**src/rtl/mcac_pkg.sv**
```systemverilog
// mcac_pkg: shared definitions for the TDM PCM receive path.
//   PCM_W       - width of one A/u-law code word
//   NUM_CH_DEF  - default number of TDM channels per frame
//   CH_W        - channel index width for the largest supported frame (32 ch)
//   pcm_word_t  - buffered word {chan, data}; chan is zero-extended when the
//                 receiver is built with fewer channels
//   rx_state_t  - frame alignment states
package mcac_pkg;

  localparam int PCM_W      = 8;
  localparam int NUM_CH_DEF = 32;
  localparam int CH_W       = $clog2(NUM_CH_DEF);

  typedef struct packed {
    logic [CH_W-1:0]  chan;
    logic [PCM_W-1:0] data;
  } pcm_word_t;

  typedef enum logic {
    HUNT = 1'b0,
    SYNC = 1'b1
  } rx_state_t;

endpackage

```
**src/rtl/pcm_fifo.sv**
```systemverilog
// pcm_fifo: small first-word-fall-through buffer for received PCM words.
//   clk, reset     - system clock, asynchronous active-high reset
//   i_flush        - synchronous flush to empty (wins over push/pop)
//   i_push         - write i_push_word; dropped when full unless a pop
//                    happens in the same cycle
//   i_pop          - consume the head word (ignored when empty)
//   o_head_word    - head entry, all zeros while empty
//   o_full/o_empty - occupancy flags
//   o_drop         - one-cycle flag: a push was discarded
// DEPTH must be a power of two, at least 2, so pointers wrap naturally.
module pcm_fifo
  import mcac_pkg::*;
#(
  parameter int DEPTH = 4
) (
  input  logic      clk,
  input  logic      reset,
  input  logic      i_flush,
  input  logic      i_push,
  input  pcm_word_t i_push_word,
  input  logic      i_pop,
  output pcm_word_t o_head_word,
  output logic      o_full,
  output logic      o_empty,
  output logic      o_drop
);

  localparam int            AW       = $clog2(DEPTH);
  localparam logic [AW:0]   FULL_CNT = (AW+1)'(DEPTH);

  pcm_word_t     r_mem [DEPTH];
  logic [AW-1:0] r_wr_ptr;
  logic [AW-1:0] r_rd_ptr;
  logic [AW:0]   r_count;
  logic          w_pop;
  logic          w_wr;

  assign o_full  = (r_count == FULL_CNT);
  assign o_empty = (r_count == '0);

  // A pop frees the slot the concurrent push needs, so a full FIFO can
  // still accept a word when the head is taken in the same cycle.
  assign w_pop  = i_pop && !o_empty && !i_flush;
  assign w_wr   = i_push && !i_flush && (!o_full || w_pop);
  assign o_drop = i_push && !i_flush && o_full && !w_pop;

  // Masking with empty keeps the outputs at zero after reset or flush.
  assign o_head_word = o_empty ? '0 : r_mem[r_rd_ptr];

  always_ff @(posedge clk) begin
    if (w_wr) begin
      r_mem[r_wr_ptr] <= i_push_word;
    end
  end

  always_ff @(posedge clk or posedge reset) begin
    if (reset) begin
      r_wr_ptr <= '0;
      r_rd_ptr <= '0;
      r_count  <= '0;
    end else if (i_flush) begin
      r_wr_ptr <= '0;
      r_rd_ptr <= '0;
      r_count  <= '0;
    end else begin
      if (w_wr) begin
        r_wr_ptr <= r_wr_ptr + AW'(1);
      end
      if (w_pop) begin
        r_rd_ptr <= r_rd_ptr + AW'(1);
      end
      if (w_wr && !w_pop) begin
        r_count <= r_count + (AW+1)'(1);
      end else if (w_pop && !w_wr) begin
        r_count <= r_count - (AW+1)'(1);
      end
    end
  end

endmodule

```
**src/rtl/tdm_pcm_rx.sv**
```systemverilog
// tdm_pcm_rx: TDM serial PCM receiver feeding an MCAC encoder.
//   clk, reset      - system clock, asynchronous active-high reset
//   rx_en           - enable; low forces HUNT and flushes the buffer
//   bit_en          - one-cycle strobe marking a serial bit slot
//   fs, sdi         - frame sync and MSB-first data, qualified by bit_en
//   pcm_valid/ready - handshake for the buffered word
//   pcm_data/chan   - PCM byte and its channel index
//   in_sync         - frame alignment held
//   frame_err       - one-cycle pulse on a misplaced frame sync
//   overflow/ovf_clr- sticky word-dropped flag and its clear
module tdm_pcm_rx
  import mcac_pkg::*;
#(
  parameter int NUM_CH     = NUM_CH_DEF,
  parameter int FIFO_DEPTH = 4
) (
  input  logic                      clk,
  input  logic                      reset,
  input  logic                      rx_en,
  input  logic                      bit_en,
  input  logic                      fs,
  input  logic                      sdi,
  output logic                      pcm_valid,
  input  logic                      pcm_ready,
  output logic [PCM_W-1:0]          pcm_data,
  output logic [$clog2(NUM_CH)-1:0] pcm_chan,
  output logic                      in_sync,
  output logic                      frame_err,
  output logic                      overflow,
  input  logic                      ovf_clr
);

  localparam int             CW        = $clog2(NUM_CH);
  localparam int             BW        = CW + 3;
  localparam logic [BW-1:0]  LAST_SLOT = BW'(NUM_CH * 8 - 1);
  localparam logic [BW-1:0]  ONE       = BW'(1);

  rx_state_t     r_state;
  rx_state_t     w_state_next;
  logic [BW-1:0] r_bit_cnt;
  logic [BW-1:0] w_bit_cnt_next;
  logic [1:0]    r_miss_cnt;
  logic [1:0]    w_miss_cnt_next;
  logic [6:0]    r_shift;
  logic [6:0]    w_shift_next;
  logic          r_push;
  logic          w_push_next;
  pcm_word_t     r_push_word;
  pcm_word_t     w_push_word_next;
  logic          r_frame_err;
  logic          w_frame_err_next;
  logic          r_overflow;

  pcm_word_t     w_head_word;
  logic          w_full;
  logic          w_empty;
  logic          w_drop;

  always_ff @(posedge clk or posedge reset) begin
    if (reset) begin
      r_state     <= HUNT;
      r_bit_cnt   <= '0;
      r_miss_cnt  <= '0;
      r_shift     <= '0;
      r_push      <= 1'b0;
      r_push_word <= '0;
      r_frame_err <= 1'b0;
    end else begin
      r_state     <= w_state_next;
      r_bit_cnt   <= w_bit_cnt_next;
      r_miss_cnt  <= w_miss_cnt_next;
      r_shift     <= w_shift_next;
      r_push      <= w_push_next;
      r_push_word <= w_push_word_next;
      r_frame_err <= w_frame_err_next;
    end
  end

  // r_bit_cnt is the index of the next slot; the slot carrying fs is bit 7
  // of channel 0, so alignment always restarts with the counter at 1.
  always_comb begin
    w_state_next     = r_state;
    w_bit_cnt_next   = r_bit_cnt;
    w_miss_cnt_next  = r_miss_cnt;
    w_shift_next     = r_shift;
    w_push_next      = 1'b0;
    w_push_word_next = r_push_word;
    w_frame_err_next = 1'b0;
    if (!rx_en) begin
      w_state_next    = HUNT;
      w_bit_cnt_next  = '0;
      w_miss_cnt_next = '0;
      w_shift_next    = '0;
    end else if (bit_en) begin
      case (r_state)
        HUNT: begin
          if (fs) begin
            w_state_next    = SYNC;
            w_bit_cnt_next  = ONE;
            w_miss_cnt_next = '0;
            w_shift_next    = {6'b0, sdi};
          end
        end
        SYNC: begin
          if (fs && (r_bit_cnt != '0)) begin
            // Misplaced sync: the partial word is overwritten by realigning.
            w_frame_err_next = 1'b1;
            w_bit_cnt_next   = ONE;
            w_miss_cnt_next  = '0;
            w_shift_next     = {6'b0, sdi};
          end else if (!fs && (r_bit_cnt == '0) && (r_miss_cnt != '0)) begin
            // Second consecutive missing sync: the one-frame flywheel is spent.
            w_state_next    = HUNT;
            w_bit_cnt_next  = '0;
            w_miss_cnt_next = '0;
            w_shift_next    = '0;
          end else begin
            if (r_bit_cnt == '0) begin
              w_miss_cnt_next = fs ? 2'd0 : r_miss_cnt + 2'd1;
            end
            w_shift_next   = {r_shift[5:0], sdi};
            w_bit_cnt_next = (r_bit_cnt == LAST_SLOT) ? '0 : r_bit_cnt + ONE;
            if (r_bit_cnt[2:0] == 3'd7) begin
              w_push_next           = 1'b1;
              w_push_word_next.chan = CH_W'(r_bit_cnt[BW-1:3]);
              w_push_word_next.data = {r_shift, sdi};
            end
          end
        end
        default: begin
          w_state_next = HUNT;
        end
      endcase
    end
  end

  pcm_fifo #(
    .DEPTH (FIFO_DEPTH)
  ) u_fifo (
    .clk         (clk),
    .reset       (reset),
    .i_flush     (!rx_en),
    .i_push      (r_push),
    .i_push_word (r_push_word),
    .i_pop       (pcm_valid && pcm_ready),
    .o_head_word (w_head_word),
    .o_full      (w_full),
    .o_empty     (w_empty),
    .o_drop      (w_drop)
  );

  // A drop in the same cycle as a clear wins so no loss goes unreported.
  always_ff @(posedge clk or posedge reset) begin
    if (reset) begin
      r_overflow <= 1'b0;
    end else if (w_drop) begin
      r_overflow <= 1'b1;
    end else if (ovf_clr) begin
      r_overflow <= 1'b0;
    end
  end

  assign pcm_valid = !w_empty;
  assign pcm_data  = w_head_word.data;
  assign pcm_chan  = w_head_word.chan[CW-1:0];
  assign in_sync   = (r_state == SYNC);
  assign frame_err = r_frame_err;
  assign overflow  = r_overflow;

endmodule

```
**config.mk**
```make
export PLATFORM = sky130hd
export DESIGN_NAME = tdm_pcm_rx
export DESIGN_NICKNAME = d
export VERILOG_FILES = /design/src/rtl/mcac_pkg.sv /design/src/rtl/pcm_fifo.sv /design/src/rtl/tdm_pcm_rx.sv
export SDC_FILE = /design/constraint.sdc
export NUM_CORES = 1
export LEC_CHECK = 0
export ABC_AREA = 1
export ABC_CLOCK_PERIOD_IN_PS = 1500
export CAP_MARGIN = 20
export CORE_MARGIN = 2
export CORE_UTILIZATION = 45
export DETAILED_ROUTE_END_ITERATION = 12
export PLACE_DENSITY = 0.76
export SETUP_SLACK_MARGIN = 0.1
export SYNTH_ARGS = -nofsm -noshare
export SYNTH_HDL_FRONTEND = slang
export SYNTH_SLANG_ARGS = --single-unit
export TNS_END_PERCENT = 20
```
**constraint.sdc**
```tcl
create_clock -name clk -period 1.5 [get_ports clk]
set_clock_uncertainty 0.05 [all_clocks]
set_input_delay 0.3 -clock clk [delete_from_list [all_inputs] [get_ports clk]]
set_output_delay 0.3 -clock clk [all_outputs]
set_load 0.02 [all_outputs]
```
==> Word level (Yosys, flattened, before mapping) <==
Memory sizes are Yosys's and may differ from the RTL's.
Cells that the tools add are included.
{ "classes": {"n_eq_ne": 9, "bitwise_logic": 3, "addsub": 6, "reduce_logical": 26, "muxes": 49} }
{ "ops": {"columns": ["op", "n"], "rows": [
  ["2-to-1 mux 8 bit", 6],
  ["2-to-1 mux 7 bit", 5],
  ["2-to-1 mux 2 bit", 11],
  ["2-to-1 mux 1 bit", 19],
  ["one-hot mux 8 bit (2 select lines)", 1],
  ["one-hot mux 7 bit (2 select lines)", 1],
  ["2-to-1 mux 13 bit", 1],
  ["logical AND 1 bit", 12],
  ["2-to-1 mux 3 bit", 3],
  ["adder 8 x 1 -> 8 bit (second input constant)", 1],
  ["== test 8 bit (second input constant)", 1],
  ["logical NOT 8 bit", 1],
  ["nonzero test 8 bit", 1],
  ["adder 2 x 1 -> 2 bit (second input constant)", 3],
  ["== test 3 bit (second input constant)", 2],
  ["!= test 2 x 1 -> 1 bit (second input constant)", 3],
  ["AND reduction 6 bit", 1],
  ["logical NOT 1 bit", 5],
  ["!= test 5 x 2 -> 1 bit (second input constant)", 1],
  ["one-hot mux 2 bit (2 select lines)", 1],
  ["nonzero test 2 bit", 2],
  ["adder 3 x 1 -> 3 bit (second input constant)", 1],
  ["logical NOT 3 bit", 1],
  ["!= test 3 x 1 -> 1 bit (second input constant)", 1],
  ["other kinds (7)", 9]
]} }
{ "word_totals": {"memories": 1, "in_bits": 8, "ramBits": 52, "ff_bits": 41, "wordCells": 106} }
{ "memory_table": {"columns": ["memory", "depth", "width", "rd", "rd_ports_with_merged_regs", "write_ports", "line_no", "text"], "rows": [
  ["u_fifo.r_mem", 4, 13, 1, 0, 1, "pcm_fifo.sv:31", "pcm_word_t r_mem [DEPTH];"]
]} }

==> Longest topological paths before layout <==
{ "logic_depth": {"depth_word": 12, "depth_mapped": 10, "mapped_depth_nobuf": 10} }

==> Cells and area by module <==
From an unflattened synthesis, not the netlist that was laid out.
{ "hier_totals": {"cells_unflattened": 428, "hier_area_um2": 4244.1} }
{ "by_module_without_submodules": {"columns": ["module", "n_inst", "area_each_um2", "cells_each"], "rows": [
  ["pcm_fifo", 1, 2581.2, 224],
  ["tdm_pcm_rx", 1, 1662.8, 204]
]} }

==> Worst setup path after synthesis <==
Ideal clock, no wire load.
{ "synth_timing": {"kind": "register to register", "from": "reg u_fifo.r_count[2]", "to": "reg u_fifo.r_count[2]", "arrival_time_ps": 1724, "path_stages_with_launch": 11, "slack_ps": -391, "setup_ps": 116, "path_buffers": 0, "cell_sequence": "dfrtp_1 inv_1 nand3_1 nand2_1 nand3_1 inv_1 fa_1 xnor2_1 xor2_1 nand2_1 nand2_1"} }
{ "synth_via": {"elab_chain_cells": 10, "word_cells_on_any_way": 19, "cone_classes": "2 x add/sub; 2 x eq/ne; 3 x mux; 12 x reduce/logical"} }
{ "synth_rtl": {"columns": ["item", "line_no", "text"], "rows": [
  ["start, declared", "pcm_fifo.sv:34", "logic [AW:0] r_count;"],
  ["start signal, assigned", "pcm_fifo.sv:73", "r_count <= r_count + (AW+1)'(1);"],
  ["start signal, assigned", "pcm_fifo.sv:75", "r_count <= r_count - (AW+1)'(1);"],
  ["logical NOT 3 bit *", "pcm_fifo.sv:39", "assign o_empty = (r_count == '0);"],
  ["logical NOT 1 bit *", "tdm_pcm_rx.sv:163", "assign pcm_valid = !w_empty;"],
  ["named net pcm_valid", "tdm_pcm_rx.sv:23", "output logic pcm_valid,"],
  ["logical AND 1 bit", "tdm_pcm_rx.sv:145", ".i_pop (pcm_valid && pcm_ready),"],
  ["logical AND 1 bit * (2 in a row)", "pcm_fifo.sv:43", "assign w_pop = i_pop && !o_empty && !i_flush;"],
  ["logical OR 1 bit", "pcm_fifo.sv:44", "assign w_wr = i_push && !i_flush && (!o_full || w_pop);"],
  ["logical AND 1 bit", "pcm_fifo.sv:44", null],
  ["logical NOT 1 bit / logical AND 1 bit (equally long branches)", "pcm_fifo.sv:74, pcm_fifo.sv:72", null],
  ["logical AND 1 bit / 2-to-1 mux 3 bit (equally long branches)", "pcm_fifo.sv:74, pcm_fifo.sv:72", null],
  ["!= test 3 x 1 -> 1 bit (no line) / 2-to-1 mux 3 bit (equally long branches)", null, null]
]} }
Mark *: on every way through the listed nets, which the timed path passes. The rest lies on a longest branch. The select of a mux whose other input is x is not followed.
A chain may end at the register's enable or synchronous reset.

==> Worst setup path in the final report <==
{ "layout_timing": {"from": "reg u_fifo.r_rd_ptr[0]", "to": "out pcm_chan[1]"} }
{ "layout_via": {"elab_chain_cells": 2} }
{ "layout_rtl": {"columns": ["item", "line_no", "text"], "rows": [
  ["start, declared", "pcm_fifo.sv:33", "logic [AW-1:0] r_rd_ptr;"],
  ["start signal, assigned", "pcm_fifo.sv:70", "r_rd_ptr <= r_rd_ptr + AW'(1);"],
  ["memory read (4 x 13 bit)", null, null],
  ["2-to-1 mux 13 bit", "pcm_fifo.sv:48", "assign o_head_word = o_empty ? '0 : r_mem[r_rd_ptr];"],
  ["end, declared", "tdm_pcm_rx.sv:26", "output logic [$clog2(NUM_CH)-1:0] pcm_chan,"]
]} }
Every way passes these cells.

==> report_table.html <==
<table>
<tr><th>Metric</th><th>Value</th></tr>
<tr><th colspan="2">Global route</th></tr>
<tr><td>GRT met3 Usage</td><td>0.0485</td></tr>
<tr><td>Global route hottest layer</td><td>met2</td></tr>
<tr><td>Grt total ovfl</td><td>0</td></tr>
<tr><td>Largest net degree at the start of global routing</td><td>42</td></tr>
<tr><td>First-pass GRT wire length</td><td>roughly 16,000 um</td></tr>
<tr><td>Total GRT Usage</td><td>0.210</td></tr>
<tr><td>GR met1 Demand/Resource</td><td>0.245</td></tr>
<tr><td>GR met2 Demand/Resource</td><td>0.366</td></tr>
<tr><td>Number of antenna violations at the first check in global routing</td><td>0</td></tr>
<tr><td>Number of global-route vias before repair</td><td>3,427</td></tr>
<tr><th colspan="2">Synthesis</th></tr>
<tr><td>Portion of synthesized cell area occupied by the leading cell type</td><td>0.368</td></tr>
<tr><td>Mean Syn Cell Area</td><td>between 10 and 15 um^2</td></tr>
<tr><td>Area of the mapped netlist</td><td>between 4000 and 5000 um^2</td></tr>
<tr><td>Number of different library cells in the post-synthesis netlist</td><td>30</td></tr>
<tr><td>Share of synthesized registers carrying an async set or reset</td><td>0.441</td></tr>
<tr><td>Post-synthesis instance total</td><td>approximately 420</td></tr>
<tr><td>Top area cells in the synthesized netlist</td><td>sky130_fd_sc_hd__edfxtp_1, sky130_fd_sc_hd__dfrtp_1, sky130_fd_sc_hd__nand2_1</td></tr>
<tr><td>Portion of the post-synthesis area used by sequential elements</td><td>0.610</td></tr>
<tr><td>Count of flip-flops with a built-in enable after synthesis</td><td>52</td></tr>
<tr><td>Net count of the mapped netlist</td><td>about 440</td></tr>
<tr><td>Ys Warns</td><td>0</td></tr>
<tr><td>Most frequently used flop master after synthesis</td><td>sky130_fd_sc_hd__edfxtp_1</td></tr>
<tr><td>Cell accounting for the most synthesized area</td><td>sky130_fd_sc_hd__edfxtp_1</td></tr>
<tr><td>Number of register bits inferred by synthesis</td><td>93</td></tr>
<tr><th colspan="2">Cells and area</th></tr>
<tr><td>Number of fillers in the final layout</td><td>632</td></tr>
<tr><td>Total Nets Final</td><td>between 500 and 600</td></tr>
<tr><td>Fraction of final layout cells with drive strength greater than 1</td><td>0.437</td></tr>
<tr><td>Final design utilization</td><td>0.655</td></tr>
<tr><td>Most frequent cells in the layout</td><td>sky130_fd_sc_hd__buf_4, sky130_fd_sc_hd__nand2_1, sky130_fd_sc_hd__edfxtp_1, sky130_fd_sc_hd__dfrtp_1, sky130_fd_sc_hd__nor2_1</td></tr>
<tr><td>Layout overhead on the synthesized area</td><td>42.1%</td></tr>
<tr><td>Antenna diodes</td><td>0</td></tr>
<tr><td>Commonest non-fill, non-tap cell in the layout</td><td>sky130_fd_sc_hd__buf_4</td></tr>
<tr><th colspan="2">Critical path</th></tr>
<tr><td>Dominant delay contributor by cell family on the critical path</td><td>buffers and inverters</td></tr>
<tr><td>Reg2reg setup slack</td><td>-0.24 ns</td></tr>
<tr><td>Peak fanout along the critical path</td><td>13</td></tr>
<tr><td>Number of cell instances on the worst register-to-register path</td><td>9</td></tr>
<tr><td>Worst Setup Start Kind</td><td>flop</td></tr>
<tr><td>Category of the critical setup timing path</td><td>flop to primary output</td></tr>
<tr><td>Number of buffers and inverters on the critical path</td><td>3</td></tr>
<tr><td>Critical R2R Capture</td><td>u_fifo.r_count[2]</td></tr>
<tr><td>CP peak stage delay</td><td>0.39 ns</td></tr>
<tr><td>Chain of cells forming the critical path</td><td>buf_6 -&gt; buf_12 -&gt; nor2_1 -&gt; nor2_2 -&gt; o21ai_2 -&gt; a21oi_2 -&gt; buf_6</td></tr>
<tr><td>CP required</td><td>1.15 ns</td></tr>
<tr><td>Startpoint of the most critical register-to-register path</td><td>u_fifo.r_count[0]</td></tr>
<tr><td>Slowest cell on the critical path</td><td>sky130_fd_sc_hd__dfrtp_2</td></tr>
<tr><td>Worst Path Arrival</td><td>1.60 ns</td></tr>
<tr><td>Most repeated library cell on the critical path</td><td>sky130_fd_sc_hd__buf_6</td></tr>
<tr><td>Endpoint type of the worst setup path</td><td>primary output</td></tr>
<tr><th colspan="2">Timing</th></tr>
<tr><td>Max-slew violation count</td><td>0</td></tr>
<tr><td>Post-route fraction of the period consumed by the critical path</td><td>1.30</td></tr>
<tr><td>Measured slew at the worst slew-check pin</td><td>between 0.2 and 0.3 ns</td></tr>
<tr><td>Final worst slack</td><td>-0.453 ns</td></tr>
<tr><td>Final min period</td><td>between 1.5 and 2 ns</td></tr>
<tr><td>Max_slew headroom</td><td>0.821</td></tr>
<tr><td>Final number of hold-violating endpoints</td><td>0</td></tr>
<tr><td>Total of endpoints with negative setup slack in the final report</td><td>80</td></tr>
<tr><td>Setup TNS</td><td>-8.75 ns</td></tr>
<tr><td>Fmax</td><td>512 MHz</td></tr>
<tr><td>Unrepaired setup endpoints after global routing</td><td>true</td></tr>
<tr><th colspan="2">Pwr</th></tr>
<tr><td>Static power due to leakage</td><td>around 2.6 nW</td></tr>
<tr><td>Relative contribution of the clock network to total power</td><td>0.239</td></tr>
<tr><td>Power Internal</td><td>approximately 4.6 mW</td></tr>
<tr><td>Switching power share of the total</td><td>0.339</td></tr>
<tr><td>Power share of the sequential group</td><td>0.398</td></tr>
<tr><td>Max rail drop VDD</td><td>between 0.7 and 0.8 mV</td></tr>
<tr><td>Switching power</td><td>2.36 mW</td></tr>
<tr><td>Power density relative to cell area</td><td>roughly 1200 nW/um^2</td></tr>
<tr><td>Combinational cell fraction of total power</td><td>0.363</td></tr>
<tr><th colspan="2">Placed design</th></tr>
<tr><td>Global placement routability congestion</td><td>between 0.8 and 0.9</td></tr>
<tr><td>Half-perimeter wire length of the detailed placement result</td><td>5890 um</td></tr>
<tr><td>Count of buffers from port buffering</td><td>24</td></tr>
<tr><th colspan="2">Floorplan</th></tr>
<tr><td>Die area</td><td>about 10,000 um^2</td></tr>
<tr><td>Initial core utilization</td><td>0.461</td></tr>
<tr><td>Total number of placement rows</td><td>35</td></tr>
<tr><td>Die Ht</td><td>between 100 and 150 um</td></tr>
<tr><td>Overall die width</td><td>101 um</td></tr>
<tr><td>Core area</td><td>approximately 9200 um^2</td></tr>
<tr><td>I/O pin count</td><td>25</td></tr>
<tr><th colspan="2">Route</th></tr>
<tr><td>Via/cell ratio</td><td>~5.2</td></tr>
<tr><td>Wire length per cell after detailed routing</td><td>15.9 um</td></tr>
<tr><td>Routed WL</td><td>roughly 10,000 um</td></tr>
<tr><td>DRC violation total after the first TritonRoute iteration</td><td>between 200 and 250</td></tr>
<tr><td>Post-DRT Antenna Nets</td><td>0</td></tr>
<tr><td>DRC violations left</td><td>0</td></tr>
<tr><td>Iteration count of the initial detailed-routing pass</td><td>5</td></tr>
<tr><td>Vias after detailed routing</td><td>3,350</td></tr>
<tr><th colspan="2">Clock network</th></tr>
<tr><td>Clock latency on the worst-skew pair</td><td>around 0.38 ns</td></tr>
<tr><td>Num CTS Buffers</td><td>9</td></tr>
<tr><td>Cts-stage hold buffer count</td><td>0</td></tr>
<tr><td>Clock Sinks</td><td>93</td></tr>
<tr><td>Maximum number of buffers from clock root to sink</td><td>2</td></tr>
<tr><td>Clock-pin slew of the registers on the worst-case setup and hold paths</td><td>approximately 0.11 ns</td></tr>
<tr><td>CTS tree</td><td>done</td></tr>
<tr><td>Clock root cell</td><td>sky130_fd_sc_hd__clkbuf_8</td></tr>
<tr><td>Htree depth</td><td>3</td></tr>
<tr><th colspan="2">Hold path</th></tr>
<tr><td>Kind of path behind the tightest hold check</td><td>input pin to async pin</td></tr>
<tr><th colspan="2">Flow run</th></tr>
<tr><td>Max-cap violations</td><td>0</td></tr>
<tr><th colspan="2">Outcome</th></tr>
<tr><td>Violated checks</td><td>setup timing</td></tr>
<tr><td>Outcome</td><td>complete, but fails checks</td></tr>
</table>
[cells by family after synthesis]
family          count (synthesis)  share of synthesized area
compound gates                 72                      0.100
xor+xnor                        3                    0.00620
fa+ha+maj                       9                     0.0283
buf+inv                        58                     0.0596
flops                          93                      0.610
simple gates                  187                      0.195
[power by group through the flow]
stage	Clock (mW)	Sequential [mW]	Combinational, mW
finish	1.67	2.77	2.53
global route	1.79	2.78	2.71
CTS	1.68	2.77	2.40
detailed placement	0	2.83	1.90
global placement	0	2.82	1.85
floorplan	0	2.82	1.07
[how the worst max path moves through the flow]
stage                              endpoint                from  depth (start not counted)
final                           pcm_chan[1]  u_fifo.r_rd_ptr[0]                          7
after global routing            pcm_chan[1]  u_fifo.r_rd_ptr[1]                          6
after CTS                       pcm_data[0]  u_fifo.r_rd_ptr[1]                          6
after detailed placement  u_fifo.r_count[2]               rx_en                         10
after global placement    u_fifo.r_count[2]               rx_en                         10
after floorplan           u_fifo.r_count[2]   u_fifo.r_count[0]                          9
[sequential cells by signal, summed over array words and instances, names as in the netlist, 2 cells and up]
register and cells:
u_fifo.r_wr_ptr 2, u_fifo.r_rd_ptr 2, r_push_word 13, r_miss_cnt 2
r_shift 7, r_bit_cnt 8, u_fifo.r_count 3, u_fifo.r_mem 52
[through the flow]
stage	hold WS [ns]	power, mW	cell area (um^2)	std cells	worst slack [ns]
3_5_place_dp	0.433	4.73	5140	599	-0.606
6_report	0.224	6.97	6030	640	-0.453
2_1_floorplan	0.349	3.90	4340	422	-0.147
5_1_grt	0.263	7.28	6030	640	-0.520
4_1_cts	0.220	6.85	5810	634	-0.430
3_3_place_gp	0.427	4.67	5140	599	-0.511
[Yosys cell counts (3+ instances only)]
cell / count
sky130_fd_sc_hd__a21oi_1: 16
sky130_fd_sc_hd__buf_2: 4
sky130_fd_sc_hd__buf_6: 3
sky130_fd_sc_hd__clkbuf_1: 5
sky130_fd_sc_hd__dfrtp_1: 41
sky130_fd_sc_hd__edfxtp_1: 52
sky130_fd_sc_hd__ha_1: 8
sky130_fd_sc_hd__inv_1: 40
sky130_fd_sc_hd__inv_2: 4
sky130_fd_sc_hd__nand2_1: 71
sky130_fd_sc_hd__nand2_2: 6
sky130_fd_sc_hd__nand3_1: 20
sky130_fd_sc_hd__nand4_1: 8
sky130_fd_sc_hd__nor2_1: 71
sky130_fd_sc_hd__nor2_2: 3
sky130_fd_sc_hd__o21ai_0: 34
sky130_fd_sc_hd__o21ai_1: 7
sky130_fd_sc_hd__o21ai_2: 10
sky130_fd_sc_hd__o22ai_1: 3
[tightest hold or removal path, cell delays in order]
cell and delay, ns:
sky130_fd_sc_hd__clkdlybuf4s50_1 0.39, sky130_fd_sc_hd__inv_1 0.09, sky130_fd_sc_hd__buf_12 0.25
[area by class of cell]
type                       count  area [um^2]  share of cell area
timing repair buffer         105         1100               0.183
sequential                    93         2590               0.430
clock inverter                 7         72.6              0.0120
multi-input combinational    271         1820               0.303
inverter                      44          174              0.0289
clock buffer                   9          124              0.0206
tap                          111          139              0.0230
[per-layer routing]
layer / part of all wire / up-vias
met5: 0 / -
met1: 0.41 / 1631
li1: - / 1606
met4: 0.019 / 0
met3: 0.047 / 15
met2: 0.52 / 98
[what timing repair did]
item / CTS / global route
cloned: 5 / 0
endpoints found under the setup margin: 107 / 105
pin swaps: 25 / 7
resized for setup: 183 / 50
buffers inserted: 15 / 6
Power figures use the tool's default switching activity.
